`config.mk`:
```
export PLATFORM = sky130hd
export DESIGN_NAME = gpio_event_fetcher
export DESIGN_NICKNAME = d
export VERILOG_FILES = /design/src/rtl/gpio_event_fetcher.sv
export SDC_FILE = /design/constraint.sdc
export NUM_CORES = 1
export LEC_CHECK = 0
export ABC_AREA = 1
export CAP_MARGIN = 0
export CORE_MARGIN = 2
export CORE_UTILIZATION = 45
export DETAILED_ROUTE_END_ITERATION = 10
export GPL_TIMING_DRIVEN = 0
export PLACE_DENSITY = 0.82
export REMOVE_ABC_BUFFERS = 1
export SLEW_MARGIN = 20
export SYNTH_ARGS = -nofsm -noshare
export SYNTH_HDL_FRONTEND = slang
export SYNTH_SLANG_ARGS = --single-unit
```
`constraint.sdc`:
```
create_clock -name clk -period 5.9 [get_ports clk]
set_input_delay 1.18 -clock clk [delete_from_list [all_inputs] [get_ports clk]]
set_output_delay 1.18 -clock clk [all_outputs]
set_load 0.1 [all_outputs]
```
`src/rtl/gpio_event_fetcher.sv`:
```
// gpio_event_fetcher: reads and clears GPIO RISR/FISR on irq, emits the edge masks as one stream event.
module gpio_event_fetcher #(
  parameter logic [31:0] BASE_ADDR      = 32'h0000_0000,
  parameter int unsigned TIMEOUT_CYCLES = 255
) (
  input  logic        clk,
  input  logic        rst,
  input  logic        enable,
  input  logic        irq,
  output logic        bus_req,
  input  logic        bus_gnt,
  output logic        bus_we,
  output logic [31:0] bus_addr,
  output logic [3:0]  bus_be,
  output logic [31:0] bus_wdata,
  input  logic        bus_rvalid,
  input  logic [31:0] bus_rdata,
  output logic        evt_valid,
  input  logic        evt_ready,
  output logic [31:0] evt_rising,
  output logic [31:0] evt_falling,
  output logic        busy,
  output logic        err,
  input  logic        err_clr
);
  typedef enum logic [3:0] {
    IDLE, RD_R_REQ, RD_R_RSP, RD_F_REQ, RD_F_RSP,
    WR_R_REQ, WR_R_RSP, WR_F_REQ, WR_F_RSP, PUSH, HOLD
  } state_t;
  localparam logic [31:0] RISR_ADDR = BASE_ADDR + 32'h0000_000c;
  localparam logic [31:0] FISR_ADDR = BASE_ADDR + 32'h0000_0014;
  localparam logic [15:0] CNT_LAST  = 16'(TIMEOUT_CYCLES - 1);
  state_t      r_state, w_next;
  logic [15:0] r_cnt;
  logic        w_is_req, w_is_rsp, w_hit, w_tmo, w_spur;
  logic        w_req, w_we;
  logic [31:0] w_addr;
  logic        r_req, r_we, r_valid, r_busy, r_err;
  logic [31:0] r_addr, r_rise, r_fall;
  always_comb begin
    w_is_req = r_state inside {RD_R_REQ, RD_F_REQ, WR_R_REQ, WR_F_REQ};
    w_is_rsp = r_state inside {RD_R_RSP, RD_F_RSP, WR_R_RSP, WR_F_RSP};
    w_hit    = w_is_req ? bus_gnt : w_is_rsp ? bus_rvalid : 1'b0;
    w_tmo    = (w_is_req || w_is_rsp) && !w_hit && (r_cnt == CNT_LAST);
    w_spur   = (r_rise == 32'h0) && (bus_rdata == 32'h0);
  end
  always_ff @(posedge clk) begin
    if (rst) r_state <= IDLE;
    else     r_state <= w_next;
  end
  always_comb begin
    w_next = r_state;
    case (r_state)
      IDLE:     w_next = (enable && irq) ? RD_R_REQ : IDLE;
      RD_F_RSP: w_next = !w_hit ? r_state : w_spur ? HOLD : WR_R_REQ;
      WR_F_RSP: w_next = w_hit ? PUSH : r_state;
      PUSH:     w_next = (r_valid && evt_ready) ? HOLD : PUSH;
      HOLD:     w_next = IDLE;
      default:  w_next = w_hit ? state_t'(r_state + 4'd1) : r_state;
    endcase
    if (w_tmo) w_next = HOLD;
  end
  // Outputs are decoded from the next state so they are registered yet valid in the state's first cycle.
  always_comb begin
    w_req  = w_next inside {RD_R_REQ, RD_F_REQ, WR_R_REQ, WR_F_REQ};
    w_we   = w_next inside {WR_R_REQ, WR_F_REQ};
    w_addr = (w_next inside {RD_R_REQ, WR_R_REQ}) ? RISR_ADDR :
             (w_next inside {RD_F_REQ, WR_F_REQ}) ? FISR_ADDR : r_addr;
  end
  always_ff @(posedge clk) begin
    if (rst) begin
      r_cnt   <= '0;
      r_req   <= 1'b0;
      r_we    <= 1'b0;
      r_addr  <= '0;
      r_valid <= 1'b0;
      r_busy  <= 1'b0;
      r_err   <= 1'b0;
      r_rise  <= '0;
      r_fall  <= '0;
    end else begin
      r_cnt   <= (w_next != r_state) ? 16'h0 : (w_is_req || w_is_rsp) ? r_cnt + 16'h1 : r_cnt;
      r_req   <= w_req;
      r_we    <= w_we;
      r_addr  <= w_addr;
      r_valid <= (w_next == PUSH);
      r_busy  <= (w_next != IDLE);
      r_err   <= w_tmo || (r_err && !err_clr);
      r_rise  <= (r_state == RD_R_RSP && bus_rvalid) ? bus_rdata : r_rise;
      r_fall  <= (r_state == RD_F_RSP && bus_rvalid) ? bus_rdata : r_fall;
    end
  end
  assign bus_req     = r_req;
  assign bus_we      = r_we;
  assign bus_addr    = r_addr;
  assign bus_be      = {4{r_req}};
  assign bus_wdata   = '0;
  assign evt_valid   = r_valid;
  assign evt_rising  = r_rise;
  assign evt_falling = r_fall;
  assign busy        = r_busy;
  assign err         = r_err;
endmodule
```
==> run_results.csv, run 1 <==
group,metric,value,unit
route,antenna_left,0,
finish,final_common_cell,"nor2_1",
clock_network,cts_tree,"built",
route,firstDrtPassIters,5,
clock_network,ctsHtreeMaxLevel,3,
route,drt_iter0_drc,226,
finish,design_area,5789,um2
flow_run,cap_viol_max_count,0,
global_route,globalRouteMet1Util,24.82,%
die,die_h,105.6,um
worst_setup_path,crit_required,6.15,ns
clock_network,cts-resized-gates,0,
global_route,grt_pass1_wl,18890,um
clock_network,cts_setup_buffers,0,
global_route,use_met3,5.318,%
clock_network,cts.clk_slew.worst_paths,0.09,ns
timing,finClkSkew,0.01088,ns
clock_network,clk_latency,0.37,ns
timing,worst_slew_pin_slew,1.121,ns
worst_setup_path,cp_slowest_cell,"clkinv_1",
place,dpl.cell_count,859,
place,port_buffers,115,
die,rows,37,
die,core_area,10180,um2
global_route,grt_use_met2,35.67,%
die,start_util,45.57,%
finish,n_antenna_cell,0,
synth,ys_warn_count,0,
hold_path,holdCritPathClass,"flop to flop",
clock_network,clock-root-buffer,"clkbuf_8",
timing,finalCriticalPeriod,3.574,ns
timing,drv_slew,0,
timing,finalSetupTns,0,ns
power,p_leak,0.002217,uW
finish,drive_gt1_share,7.046,%
place,dp_hpwl,8280,um
synth,syn_avg_cell_area,7.297,um2
route,drc,0,
finish,instances_no_fill,874,
global_route,grt_remaining_overflow,0,
synth,netlist_area,4641,um2
global_route,grt_pass1_vias,3992,
route,drt_wl_total,11470,um
route,viasPerCell,4.866,
die,dieWidth,105.6,um
clock_network,numCtsBuffers,9,
route,wl_per_cell,13.12,um
status,outcome,"complete, no violations",
power,ir_worst_vdd,161.7,uV
global_route,grt.busiest_layer,"met2",
worst_setup_path,startpoint_type,"flop",
route,vias,4253,
die,ioPinCount,177,
power,p_per_area,241.8,nW/um2
finish,fin_nets,781,
synth,yosysSeqAreaShare,39.69,%
place,pre_cts_slack,2.169,ns
worst_setup_path,cp_cell_sequence,"inv_1 -> ha_1 -> nand3_1 -> clkinv_1 -> nand4_1 -> nand3_2 -> nand2_1 -> nand2_1 -> nand2_1 -> nor2_4 -> nand2_4 -> nor2_1",
global_route,grt_start_max_net_pins,41,
worst_setup_path,cpMostUsedCell,"nand2_1",
worst_setup_path,end_kind,"flop",
timing,fmax,279.8,MHz
timing,rsz0062_at_grt,"false",
clock_network,cts_hold_buf,0,
place,dpl-instance-area,5600,um2
timing,period_share,60.57,%
worst_setup_path,setup.worst_path.class,"flop to flop",
global_route,grt_util_all_layers,20.88,%
worst_setup_path,cpPeakStageDelay,0.91,ns
synth,syn_inst,636,
clock_network,cts.sinks,92,
die,die-area,11140,um2
finish,nFillCells,972,
worst_setup_path,arrival,3.83,ns
clock_network,clock_path_buffers,2,
global_route,antenna_found_initial,0,
synth,yosys.cell_types.count,31,
timing,setup-violations-final,0,
timing,holdWs,0.4629,ns
worst_setup_path,worstPathMaxFanout,36,
finish,layout.cells.most_common_list,"143 x nor2_1, 113 x clkdlybuf4s50_1, 97 x nand2_1, 92 x dfxtp_1, 61 x conb_1",
timing,slew_headroom,24.82,%
timing,hold_viol_final,0,
synth,ys_seq_elements,92,
timing,setup_slack,2.326,ns
finish,syn2layout_area_growth,24.75,%
place,globalplace.congestion,0.8302,
-- worst max-delay path, delay by kind of cell, from the launching register on --
family	cells	cell delay, ns
buf+inv	2	1.09
simple gates	9	1.57
fa+ha+maj	1	0.27
flops	1	0.50
-- sequential cells by signal, summed over array words and instances (netlist names) --
register / count
evt_rising: 32
evt_falling: 32
busy: 1
evt_valid: 1
bus_req: 1
bus_we: 1
bus_addr: 3
r_cnt: 16
r_state: 4
err: 1
-- synthesized netlist by cell type (all sizes together) --
cell	n	share of area (%)
a21oi	38	4.1
a31oi	1	0.13
and3	1	0.13
buf	73	12
clkbuf	16	1.3
clkinv	1	0.081
conb	1	0.081
dfxtp	92	40
ha	7	1.9
inv	27	2.2
nand2	105	9.4
nand3	58	7.1
nand4	7	0.94
nor2	157	15
nor3	1	0.11
nor4	2	0.27
o21ai	36	3.9
xnor2	4	0.75
xor2	9	1.7
-- power breakdown --
group          internal (uW)  switching [uW]
clock                    194             224
combinational           55.8             293
sequential               627            5.82
total                    877             523
-- metal layers --
layer  up-vias  share of wire, %
li1       2104                 -
met3        23               7.4
met5         -                 0
met1      1978                41
met4         0               2.3
met2       148                49
-- area by class of cell --
class	instances	area [um2]	share of cell area, %
multi-input combinational	487	2325	40.16
sequential	92	1842	31.81
timing repair buffer	116	1156	19.97
tap	136	170.2	2.939
clock buffer	9	123.9	2.140
inverter	28	107.6	1.859
clock inverter	6	65.06	1.124
-- per-stage QoR --
stage                     util (%)  power (uW)
after global routing         56.84        1446
after detailed placement     54.99       994.8
after CTS                    56.84        1406
after global placement       54.91       991.7
final                        56.84        1400
after floorplan                  -       926.5
-- final timing paths --
check	to	cells after the start	startpoint	slack [ns]
worst max-delay path	r_cnt[2]	12	r_state[0]	2.33
worst min-delay path	evt_falling[13]	2	evt_falling[13]	0.46
worst min register to register	evt_falling[13]	2	evt_falling[13]	0.46
worst max register to register	r_cnt[2]	12	r_state[0]	2.33
-- logic make-up after synthesis --
family                     share of synthesized area, %
xor gates and xnor gates                          2.454
DFF                                               39.69
other                                           0.08081
AOI/OAI and AO/OA                                 8.115
and+or+nand+nor                                   32.65
adders and majority gates                         1.887
buffers and inverters                             15.13
(Power assumes the default switching activity.)
==> inputs of run 2 (changes only) <==
- CORE_UTILIZATION: 45 -> 44
- PLACE_DENSITY: 0.82 -> 0.8
- clock period: 5.9 -> 3.3 ns (I/O delays scaled with it)
==> run 2 against run 1 <==
  * Final cell count rose by 0.23%
  * Critical endpoint is now r_cnt[0]
  * First-iteration DRC count fell by 7.1%
  * Via count rose by 0.12%
  * Worst setup slack got worse by 2.0 ns
  * Combinational power rose by 80%
  * Sequential cell count did not move
  * Worst hold slack improved by 0.0029 ns
  * Clock power rose by 66%
  * Utilization fell by 0.35 points
  * Critical path type unchanged
  * Sequential power rose by 79%
  * Design area rose by 0.28%
  * Die area rose by 2.2%
==> run_results.csv, run 2 (synthesized netlist as in run 1, its figures left out) <==
group,metric,value,unit
route,drt_wl_total,11570,um
die,start_util,45.15,%
timing,finClkSkew,0.01325,ns
finish,syn2layout_area_growth,25.10,%
route,viasPerCell,4.861,
route,drt_iter0_drc,210,
worst_setup_path,setup.worst_path.class,"flop to flop",
finish,nFillCells,939,
route,firstDrtPassIters,5,
finish,drive_gt1_share,7.297,%
hold_path,whs_path_depth,2,
timing,drv_slew,0,
route,dr.max_layer_used,"met4",
place,dp_hpwl,8307,um
power,p_total,2451,uW
clock_network,cts_setup_buffers,0,
timing,worst_slew_pin_slew,1.010,ns
global_route,antenna_found_initial,0,
global_route,grt_remaining_overflow,0,
worst_setup_path,r2r_start,"r_state[0]",
status,outcome,"complete, no violations",
clock_network,clk_latency,0.36,ns
power,p_per_area,422.1,nW/um2
finish,n_antenna_cell,0,
die,core_area,10280,um2
clock_network,cts_tree,"built",
place,pre_cts_slack,-0.2639,ns
place,globalplace.congestion,0.8749,
timing,setup-violations-final,0,
worst_setup_path,r2r-end,"r_cnt[0]",
finish,layout.cells.most_common_list,"143 x nor2_1, 113 x clkdlybuf4s50_1, 97 x nand2_1, 92 x dfxtp_1, 61 x conb_1",
die,die_h,106.7,um
finish,multi_input_area,2325,um2
timing,slew_headroom,32.46,%
clock_network,cts_hold_buf,0,
clock_network,clock_path_buffers,2,
route,dr_wl_met3,867,um
global_route,grt_util_all_layers,20.57,%
place,dpl-instance-area,5628,um2
power,p_leak,0.002223,uW
hold_path,whs_endpoint,"evt_falling[15]",
die,die-area,11380,um2
die,dieWidth,106.7,um
route,drt-met1-wl,4707,um
timing,setup_slack,0.2786,ns
timing,finalCriticalPeriod,3.021,ns
worst_setup_path,startpoint_type,"flop",
clock_network,cts.sinks,92,
hold_path,holdCritPathClass,"flop to flop",
timing,hold_viol_final,0,
global_route,grt_pass1_vias,3927,
finish,fin_nets,782,
clock_network,numCtsBuffers,9,
worst_setup_path,end_kind,"flop",
place,port_buffers,115,
power,ir_worst_vdd,210.5,uV
route,vias,4258,
global_route,grt_pass1_wl,18750,um
finish,fin_util,56.49,%
worst_setup_path,crit_required,3.54,ns
route,wl_met2,5772,um
timing,rsz0062_at_grt,"false",
worst_setup_path,rrSetupSlack,0.28,ns
worst_setup_path,arrival,3.26,ns
clock_network,clock-root-buffer,"clkbuf_8",
clock_network,cts.clk_slew.worst_paths,0.10,ns
timing,fmax,331.0,MHz
finish,design_area,5806,um2
flow_run,cap_viol_max_count,0,
die,rows,37,
finish,regArea,1842,um2
worst_setup_path,worstPathMaxFanout,36,
die,ioPinCount,177,
timing,period_share,91.56,%
route,wl_per_cell,13.21,um
worst_setup_path,r2r_cells,12,
route,antenna_left,0,
clock_network,cts-resized-gates,1,
global_route,grt_start_max_net_pins,38,
finish,final_common_cell,"nor2_1",
clock_network,ctsHtreeMaxLevel,3,
hold_path,hold_start,"evt_falling[15]",
route,drc,0,
## run 2: cell count changes in the layout (fill, tap and decap cells not counted)
cell	change
inv_6	-1
clkbuf_1	+1
clkinv_4	+1
clkinvlp_4	+1
bufinv_16	-1
clkinv_1	-1
inv_8	+1
buf_16	+1
## run 2: report_power, final
group,total [uW],switching [uW],internal [uW]
clock,693,412,281
sequential,1130,9.96,1120
combinational,627,524,103
## run 2: layout make-up
class / count / share of cell area (%)
multi-input combinational: 487 / 40.04
timing repair buffer: 117 / 20.39
clock inverter: 6 / 0.8405
clock buffer: 10 / 2.198
tap: 136 / 2.931
sequential: 92 / 31.72
inverter: 28 / 1.875
## run 2: worst max-delay path by stage
stage	start	to	slack, ns	cells past startpoint
2_1_floorplan	bus_req	bus_be[0]	-0.85	0
3_3_place_gp	bus_rvalid	evt_rising[12]	-1.61	5
3_5_place_dp	r_state[0]	r_cnt[0]	-0.26	12
6_report	r_state[0]	r_cnt[0]	0.28	12
4_1_cts	bus_rvalid	evt_rising[13]	0.30	6
5_1_grt	bus_rvalid	evt_rising[6]	0.04	6
## run 2: metrics by stage
stage,hold slack (ns),TNS [ns],instances
global route,0.4891,0,876
global placement,0.4491,-78.90,858
CTS,0.4673,0,876
floorplan,0.5083,-4.229,607
finish,0.4659,0,876
detailed placement,0.4521,-8.683,860
## run 2: metal layers
| layer | vias to the layer above | GRT usage (%) |
|---|---|---|
| met5 | - | 0 |
| met4 | 0 | 7.236 |
| met3 | 24 | 6.687 |
| met2 | 157 | 34.99 |
| met1 | 1971 | 24.29 |
| li1 | 2106 | - |
## run 2: critical path, stage by stage (launching register included)
cell      delay (ns)
dfxtp_1         0.50
inv_1           0.18
ha_1            0.28
nand3_1         0.22
clkinv_2        0.51
nand4_1         0.38
nand3_2         0.16
nand2_1         0.09
nand2_1         0.05
nand2_1         0.12
nor2_4          0.05
nand2_4         0.28
nor2_1          0.08
==> inputs of run 3 (changes only) <==
- CAP_MARGIN: 0 -> not set
- clock period: 3.3 -> 3.2 ns (I/O delays scaled with it)
==> run 3 against run 2 <==
  * Non-clock buffer count is the same
  * Sequential share of layout area down 0.068 points
  * Die area is the same
  * Largest power group unchanged
  * Fmax is 4.1% higher
  * Critical path type unchanged
==> run_results.csv, run 3 (synthesized netlist as in run 1, its figures left out) <==
group,metric,value,unit
worst_setup_path,cp_cell_sequence,"inv_1 -> ha_1 -> nand3_1 -> clkinv_2 -> nand4_1 -> nand3_2 -> nand2_1 -> nand2_1 -> nand2_1 -> nor2_4 -> nand2_8 -> nor2_1",
power,p_total,2530,uW
worst_setup_path,crit_buf_inv,2,
timing,period_share,90.68,%
timing,rsz0062_at_grt,"false",
worst_setup_path,setup.worst_path.class,"flop to flop",
route,antenna_left,0,
place,dpl-instance-area,5628,um2
finish,regArea,1842,um2
flow_run,cap_viol_max_count,0,
worst_setup_path,startpoint_type,"flop",
die,start_util,45.15,%
timing,worst_slew_pin_slew,1.010,ns
clock_network,clock-root-buffer,"clkbuf_8",
finish,nFillCells,936,
finish,layout.cells.most_common_list,"143 x nor2_1, 113 x clkdlybuf4s50_1, 97 x nand2_1, 92 x dfxtp_1, 61 x conb_1",
worst_setup_path,critical_path.top_delay_family,"simple AND/OR/NAND/NOR gates",
clock_network,clk_latency,0.36,ns
die,die-area,11380,um2
power,ir_worst_vdd,217.7,uV
finish,multi_input_area,2333,um2
clock_network,clock_path_buffers,2,
route,drt_wl_total,11590,um
route,firstDrtPassIters,4,
place,dp_hpwl,8307,um
power,p_per_area,434.8,nW/um2
finish,n_antenna_cell,0,
worst_setup_path,rrSetupSlack,0.30,ns
hold_path,holdCritPathClass,"flop to flop",
global_route,grt.busiest_layer,"met2",
route,wl_per_cell,13.24,um
route,drc,0,
worst_setup_path,worstPathMaxFanout,36,
global_route,grt_util_all_layers,20.57,%
die,die_h,106.7,um
finish,fin_nets,782,
route,drt_iter0_drc,210,
clock_network,cts_hold_buf,0,
clock_network,ctsHtreeMaxLevel,3,
die,dieWidth,106.7,um
global_route,grt_pass1_wl,18750,um
finish,drive_gt1_share,7.432,%
global_route,globalRouteMet1Util,24.29,%
timing,drv_slew,0,
global_route,grt_use_met2,34.99,%
worst_setup_path,arrival,3.15,ns
worst_setup_path,r2r_start,"r_state[0]",
worst_setup_path,cpPeakStageDelay,0.50,ns
finish,fin_util,56.61,%
global_route,grt_start_max_net_pins,38,
worst_setup_path,crit_required,3.45,ns
worst_setup_path,cp_slowest_cell,"dfxtp_1",
clock_network,cts_setup_buffers,0,
place,globalplace.congestion,0.8749,
global_route,antenna_found_initial,0,
finish,syn2layout_area_growth,25.37,%
die,ioPinCount,177,
die,rows,37,
place,port_buffers,115,
timing,fmax,344.6,MHz
global_route,grt_remaining_overflow,0,
timing,finalCriticalPeriod,2.902,ns
worst_setup_path,worstSetupStartpoint,"r_state[0]",
route,vias,4223,
global_route,grt_pass1_vias,3927,
power,p_leak,0.002212,uW
global_route,use_met3,6.687,%
clock_network,cts.clk_slew.worst_paths,0.10,ns
clock_network,cts_tree,"built",
clock_network,cts.sinks,92,
timing,setup-violations-final,0,
hold_path,hold_start,"evt_falling[15]",
timing,slew_headroom,32.45,%
finish,design_area,5818,um2
die,core_area,10280,um2
route,viasPerCell,4.821,
clock_network,numCtsBuffers,9,
status,outcome,"complete, no violations",
finish,final_common_cell,"nor2_1",
timing,hold_viol_final,0,
worst_setup_path,end_kind,"flop",
worst_setup_path,cpMostUsedCell,"nand2_1",
timing,finClkSkew,0.01417,ns
## run 3: cell type report
class	count	area share [%]
inverter	28	1.935
clock buffer	10	2.194
timing repair buffer	117	20.34
sequential	92	31.66
multi-input combinational	487	40.11
tap	136	2.925
clock inverter	6	0.8387
## run 3: per-stage QoR
stage	setup WS, ns	hold WS [ns]	instances	setup TNS [ns]
floorplan	-0.9258	0.5083	607	-4.629
global placement	-1.694	0.4491	858	-86.74
detailed placement	-0.3639	0.4521	860	-16.42
CTS	0.2056	0.4673	876	0
global route	0.06489	0.4891	876	0
finish	0.2981	0.4658	876	0
## run 3: what timing repair did
action	in CTS	in global routing
resized for setup	1	2
endpoints found under the setup margin	53	19
hold endpoints to repair	0	0
## run 3: power by group
part	total [uW]	leakage, uW	switching, uW	internal [uW]
Clock	713	0.0000844	424	289
Sequential	1170	0.000742	10.3	1160
Combinational	650	0.00139	543	108
## run 3: path summary, 6_finish.rpt
check	to	depth (start not counted)
worst max-delay path	r_cnt[4]	12
worst max register to register	r_cnt[4]	12
worst min register to register	evt_falling[15]	2
worst min-delay path	evt_falling[15]	2
## run 3: worst min-delay path, delay by kind of cell, from the launching register on
| family | cells | cell delay [ns] |
|---|---|---|
| flops | 1 | 0.32 |
| simple gates | 1 | 0.06 |
| compound gates | 1 | 0.05 |
## run 3: per-layer routing
layer	vias up	routed length, um
met3	14	835
met1	1969	4695
li1	2104	-
met4	0	163
met5	-	0
met2	136	5900
